===== src/rtl/lcd_timing_gen.sv =====
// LCD panel timing generator: hsync/vsync/de, pixel request and coordinates.
// Counters and FSM states are registered; outputs are registered from next state.
module lcd_timing_gen #(
   parameter logic [10:0] H_SYNC  = 11'd128,
   parameter logic [10:0] H_BACK  = 11'd88,
   parameter logic [10:0] H_DISP  = 11'd800,
   parameter logic [10:0] H_FRONT = 11'd40,
   parameter logic [10:0] V_SYNC  = 11'd2,
   parameter logic [10:0] V_BACK  = 11'd33,
   parameter logic [10:0] V_DISP  = 11'd480,
   parameter logic [10:0] V_FRONT = 11'd10
) (
   input  logic        lcd_pclk,
   input  logic        rst_n,
   input  logic [23:0] pixel_data,
   output logic [10:0] pixel_xpos,
   output logic [10:0] pixel_ypos,
   output logic [10:0] h_disp,
   output logic [10:0] v_disp,
   output logic        data_req,
   output logic        lcd_de,
   output logic        lcd_hs,
   output logic        lcd_vs,
   output logic [23:0] lcd_rgb,
   output logic        frame_start,
   output logic        lcd_bl
);

   localparam logic [10:0] H_DS    = H_SYNC + H_BACK;
   localparam logic [10:0] H_DE    = H_DS + H_DISP;
   localparam logic [10:0] H_TOTAL = H_DE + H_FRONT;
   localparam logic [10:0] V_DS    = V_SYNC + V_BACK;
   localparam logic [10:0] V_DE    = V_DS + V_DISP;
   localparam logic [10:0] V_TOTAL = V_DE + V_FRONT;

   typedef enum logic [1:0] {HSYNC, HBACK, HDISP, HFRONT} h_state_e;
   typedef enum logic [1:0] {VSYNC, VBACK, VDISP, VFRONT} v_state_e;

   h_state_e    h_state_q, h_state_d;
   v_state_e    v_state_q, v_state_d;
   logic [10:0] h_cnt_q, h_cnt_d;
   logic [10:0] v_cnt_q, v_cnt_d;
   logic        h_wrap, v_wrap;

   logic        hs_q, hs_d;
   logic        vs_q, vs_d;
   logic        de_q, de_d;
   logic        req_q, req_d;
   logic        fs_q, fs_d;
   logic        bl_q;
   logic [10:0] xpos_q, xpos_d;
   logic [10:0] ypos_q, ypos_d;

   assign h_wrap = (h_cnt_q == H_TOTAL - 11'd1);
   assign v_wrap = (v_cnt_q == V_TOTAL - 11'd1);

   // Next counter values: h free-runs, v advances only at the line wrap.
   always_comb begin
      h_cnt_d = h_wrap ? 11'd0 : h_cnt_q + 11'd1;
      v_cnt_d = v_cnt_q;
      if (h_wrap) begin
         v_cnt_d = v_wrap ? 11'd0 : v_cnt_q + 11'd1;
      end
   end

   // Next FSM states, changing only at the counter boundaries.
   always_comb begin
      h_state_d = h_state_q;
      unique case (h_state_q)
         HSYNC:  if (h_cnt_q == H_SYNC - 11'd1) h_state_d = HBACK;
         HBACK:  if (h_cnt_q == H_DS - 11'd1)   h_state_d = HDISP;
         HDISP:  if (h_cnt_q == H_DE - 11'd1)   h_state_d = HFRONT;
         HFRONT: if (h_wrap)                    h_state_d = HSYNC;
      endcase
      v_state_d = v_state_q;
      if (h_wrap) begin
         unique case (v_state_q)
            VSYNC:  if (v_cnt_q == V_SYNC - 11'd1) v_state_d = VBACK;
            VBACK:  if (v_cnt_q == V_DS - 11'd1)   v_state_d = VDISP;
            VDISP:  if (v_cnt_q == V_DE - 11'd1)   v_state_d = VFRONT;
            VFRONT: if (v_wrap)                    v_state_d = VSYNC;
         endcase
      end
   end

   // Output decode on the next state so the registered outputs line up with it.
   always_comb begin
      hs_d   = (h_state_d != HSYNC);
      vs_d   = (v_state_d != VSYNC);
      de_d   = (h_state_d == HDISP) && (v_state_d == VDISP);
      req_d  = (v_state_d == VDISP)
            && (h_cnt_d >= H_DS - 11'd1)
            && (h_cnt_d <  H_DE - 11'd1);
      xpos_d = req_d ? h_cnt_d - (H_DS - 11'd1) : 11'd0;
      ypos_d = (v_state_d == VDISP) ? v_cnt_d - V_DS : 11'd0;
      fs_d   = de_d && (v_cnt_d == V_DS) && (h_cnt_d == H_DS);
   end

   // Timing FSM: counters, states and registered outputs.
   always_ff @(posedge lcd_pclk or negedge rst_n) begin
      if (!rst_n) begin
         h_cnt_q   <= 11'd0;
         v_cnt_q   <= 11'd0;
         h_state_q <= HSYNC;
         v_state_q <= VSYNC;
         hs_q      <= 1'b0;
         vs_q      <= 1'b0;
         de_q      <= 1'b0;
         req_q     <= 1'b0;
         fs_q      <= 1'b0;
         xpos_q    <= 11'd0;
         ypos_q    <= 11'd0;
      end else begin
         h_cnt_q   <= h_cnt_d;
         v_cnt_q   <= v_cnt_d;
         h_state_q <= h_state_d;
         v_state_q <= v_state_d;
         hs_q      <= hs_d;
         vs_q      <= vs_d;
         de_q      <= de_d;
         req_q     <= req_d;
         fs_q      <= fs_d;
         xpos_q    <= xpos_d;
         ypos_q    <= ypos_d;
      end
   end

   // Backlight turns on at the first clock after reset and stays on.
   always_ff @(posedge lcd_pclk or negedge rst_n) begin
      if (!rst_n) begin
         bl_q <= 1'b0;
      end else begin
         bl_q <= 1'b1;
      end
   end

   assign lcd_hs      = hs_q;
   assign lcd_vs      = vs_q;
   assign lcd_de      = de_q;
   assign data_req    = req_q;
   assign frame_start = fs_q;
   assign pixel_xpos  = xpos_q;
   assign pixel_ypos  = ypos_q;
   assign lcd_bl      = bl_q;
   assign h_disp      = H_DISP;
   assign v_disp      = V_DISP;
   assign lcd_rgb     = de_q ? pixel_data : 24'h000000;

endmodule


===== config.mk =====
export PLATFORM = sky130hd
export DESIGN_NAME = lcd_timing_gen
export DESIGN_NICKNAME = d
export VERILOG_FILES = /design/src/rtl/lcd_timing_gen.sv
export SDC_FILE = /design/constraint.sdc
export NUM_CORES = 1
export LEC_CHECK = 0
export CELL_PAD_IN_SITES_DETAIL_PLACEMENT = 0
export CELL_PAD_IN_SITES_GLOBAL_PLACEMENT = 1
export CORE_ASPECT_RATIO = 0.9
export CORE_MARGIN = 2
export CORE_UTILIZATION = 38
export DETAILED_ROUTE_END_ITERATION = 6
export GPL_TIMING_DRIVEN = 0
export PLACE_DENSITY = 0.83
export SETUP_SLACK_MARGIN = 0.4
export SLEW_MARGIN = 5
export SYNTH_ARGS = -nofsm -noshare
export SYNTH_HDL_FRONTEND = slang
export SYNTH_SLANG_ARGS = --single-unit

===== constraint.sdc =====
create_clock -name lcd_pclk -period 8.5 [get_ports lcd_pclk]
set_input_delay 1.7 -clock lcd_pclk [delete_from_list [all_inputs] [get_ports lcd_pclk]]
set_output_delay 1.7 -clock lcd_pclk [all_outputs]
set_load 0.01 [all_outputs]

==> reports/metrics.csv <==
metric;value;unit
ctsResizeCount;0;
clk_path_buf_depth;2;
die-area;0.00938;mm2
synthesis.area;0.00328;mm2
avgSynthCellArea;9.18;um2
ys_ff_latch;54;
fmax;221;MHz
worstReg2RegEnd;pixel_ypos[10];
pin_count;100;
wl_per_cell;13.6;um
placed_cell_area;0.00429;mm2
yosys_warnings;0;
core;0.00849;mm2
synthFlopType;dfrtp_1;
layout-drive-gt1-share;11.0;%
slew_headroom;61.7;%
dpl.cell_count;575;
ant_nets;0;
finalClockSkew;0.00783;ns
rsz0062_at_grt;false;
yosysSeqAreaShare;41.3;%
hp-class;reg2reg;
wl;7940;um
critical_path.most_common_cell;clkdlybuf4s50_1;
worst_pin_slew;0.567;ns
via_count;2814;
ys_types;63;
insertedDiodeCount;0;
leakage;1.99;nW
final_cells;583;
crit_slowest_cell;clkdlybuf4s50_1;
fillers;819;
cts-root-buf;clkbuf_8;
path_cells;clkdlybuf4s50_1 -> and2_1 -> clkdlybuf4s50_1;
crit-reg2reg-launch;h_cnt_q[0];
row_count;32;
crit_arrival;2.83;ns
async_reset_ff_share;100;%
via_per_inst;4.83;
end_kind;output pin;
fin_crit;4.53;ns
grt_start_max_net_pins;38;
ctsHtreeMaxLevel;2;
start_util;38.6;%
cts_setup_buffers;0;
outcome;completed;
synthCells;357;
whs;0.588;ns
setup_viol;0;
fin_util;51.6;%
grtUsageTotal;17.5;%
dieHeight;92.1;um
grt-ovfl-total;0;
holdPathEnd;v_cnt_q[10];
fin_area;0.00438;mm2
start_kind;primary input;
hp-start;v_cnt_q[10];
critPathKind;in2out;
clkLatencyLatePin;0.32;ns
dr.pass1.iters;4;
areaGrowthSynthToFinish;33.8;%
antenna_found_initial;0;
grt_pass1_wl;13100;um
gp_congestion;0.798;
hold_violations;0;
cts_sinks;54;
first_global_vias;2733;
cts_tree;done;
hold_depth;1;
power_density;99.7;mW/mm2
post-route-drc-count;0;
cp.required;6.80;ns
clkTransAtPathRegs;0.10;ns
crit_path_max_incr_delay;0.54;ns
numCtsBuffers;5;
synth_edf_count;0;
max-vdd-ir-drop;0.0890;mV
r2r_slack;4.97;ns
reg2reg_depth;9;
setup_tns;0;ns
drtIter0Drc;192;
slew_viol_final;0;
fin_crit_sh;53.3;%
fin_nets;497;
port_buffers;77;
worstPathMaxFanout;1;
hpwlAfterDp;6170;um
cts_hold_buf;0;
cap_violations;0;
fp.dieW;102;um
Yosys cell counts, drive strengths merged (4+ instances only):
library cell	instances	area [um2]
o41ai	5	66.3
nand2	19	71.3
nand4	6	37.5
nand3	14	70.1
dfrtp	54	1350
nor4	4	31.3
and4	5	43.8
nor3	9	50.1
o21ai	17	85.1
and3	7	43.8
a21oi	9	45.0
ha	8	100
xor2	9	78.8
clkbuf	10	37.5
nor2	42	158
and2	27	169
xnor2	13	114
buf	27	203
inv	19	71.3
layout make-up:
class                      count  area (um2)  share of cell area (%)
clock buffer                   5        68.8                    1.57
multi-input combinational    268        1690                    38.6
tap                          119         149                    3.40
buffer                        37         240                    5.48
inverter                      19        71.3                    1.63
sequential                    54        1350                    30.8
timing repair buffer          78         786                    17.9
clock inverter                 3        25.0                   0.571
critical path: cells and delay by family:
| family | cells | cell delay, ns |
|---|---|---|
| buf+inv | 2 | 0.98 |
| simple gates | 1 | 0.15 |
cells by family (layout without fill, tap and decap cells):
family	count (synthesis)	after routing	synth area share, %
multiplexers	1	1	0.306
buffers and inverters	56	142	9.51
AO/OA/AOI/OAI	55	55	12.0
XOR/XNOR	22	22	5.88
flip-flops	54	54	41.3
adder cells (fa/ha/maj)	8	8	3.06
AND/OR/NAND/NOR	159	159	27.8
other	2	23	0.229
layer usage:
metal | share of wire (%) | global-route usage (%) | wire length (um)
met1 | 46 | 24.1 | 3630
met2 | 46 | 27.9 | 3620
met3 | 7.1 | 3.51 | 566
met4 | 1.6 | 5.11 | 124
met5 | 0 | 0 | 0
worst max path at each step:
stage,from,endpoint,cells after the start
after floorplan,pixel_data[0],lcd_rgb[0],1
after global placement,pixel_data[23],lcd_rgb[23],3
after detailed placement,pixel_data[23],lcd_rgb[23],3
after CTS,pixel_data[23],lcd_rgb[23],3
after global routing,pixel_data[23],lcd_rgb[23],3
final,pixel_data[23],lcd_rgb[23],3
cells in the final DEF, fill, tap and decap left out, types with 9 or more instances in the layout:
cell	count
clkbuf_1	10
nor2_1	42
dfrtp_1	54
and2_1	27
clkdlybuf4s50_1	76
buf_4	22
o21ai_0	17
xor2_1	9
nand3_1	14
inv_1	19
nand2_1	19
a21oi_1	9
conb_1	23
xnor2_1	13
flip-flops by register name, summed over array words and instances (netlist names):
signal       cells
data_req         1
frame_start      1
h_cnt_q         11
h_state_q        2
lcd_bl           1
lcd_de           1
lcd_hs           1
lcd_vs           1
pixel_xpos      11
pixel_ypos      11
v_cnt_q         11
v_state_q        2
stage by stage:
stage	worst slack (ns)	power, W
CTS	3.94	0.000442
global placement	3.96	0.000291
global route	3.91	0.000456
floorplan	4.94	0.000274
finish	3.97	0.000437
detailed placement	3.94	0.000292
where the power goes:
part,internal (W),switching (W),total (W)
logic,0.0000174,0.0000122,0.0000297
clock network,0.0000597,0.0000906,0.000150
registers,0.000257,0.0000000613,0.000257
Note: power is estimated with default switching activity, not from simulation.
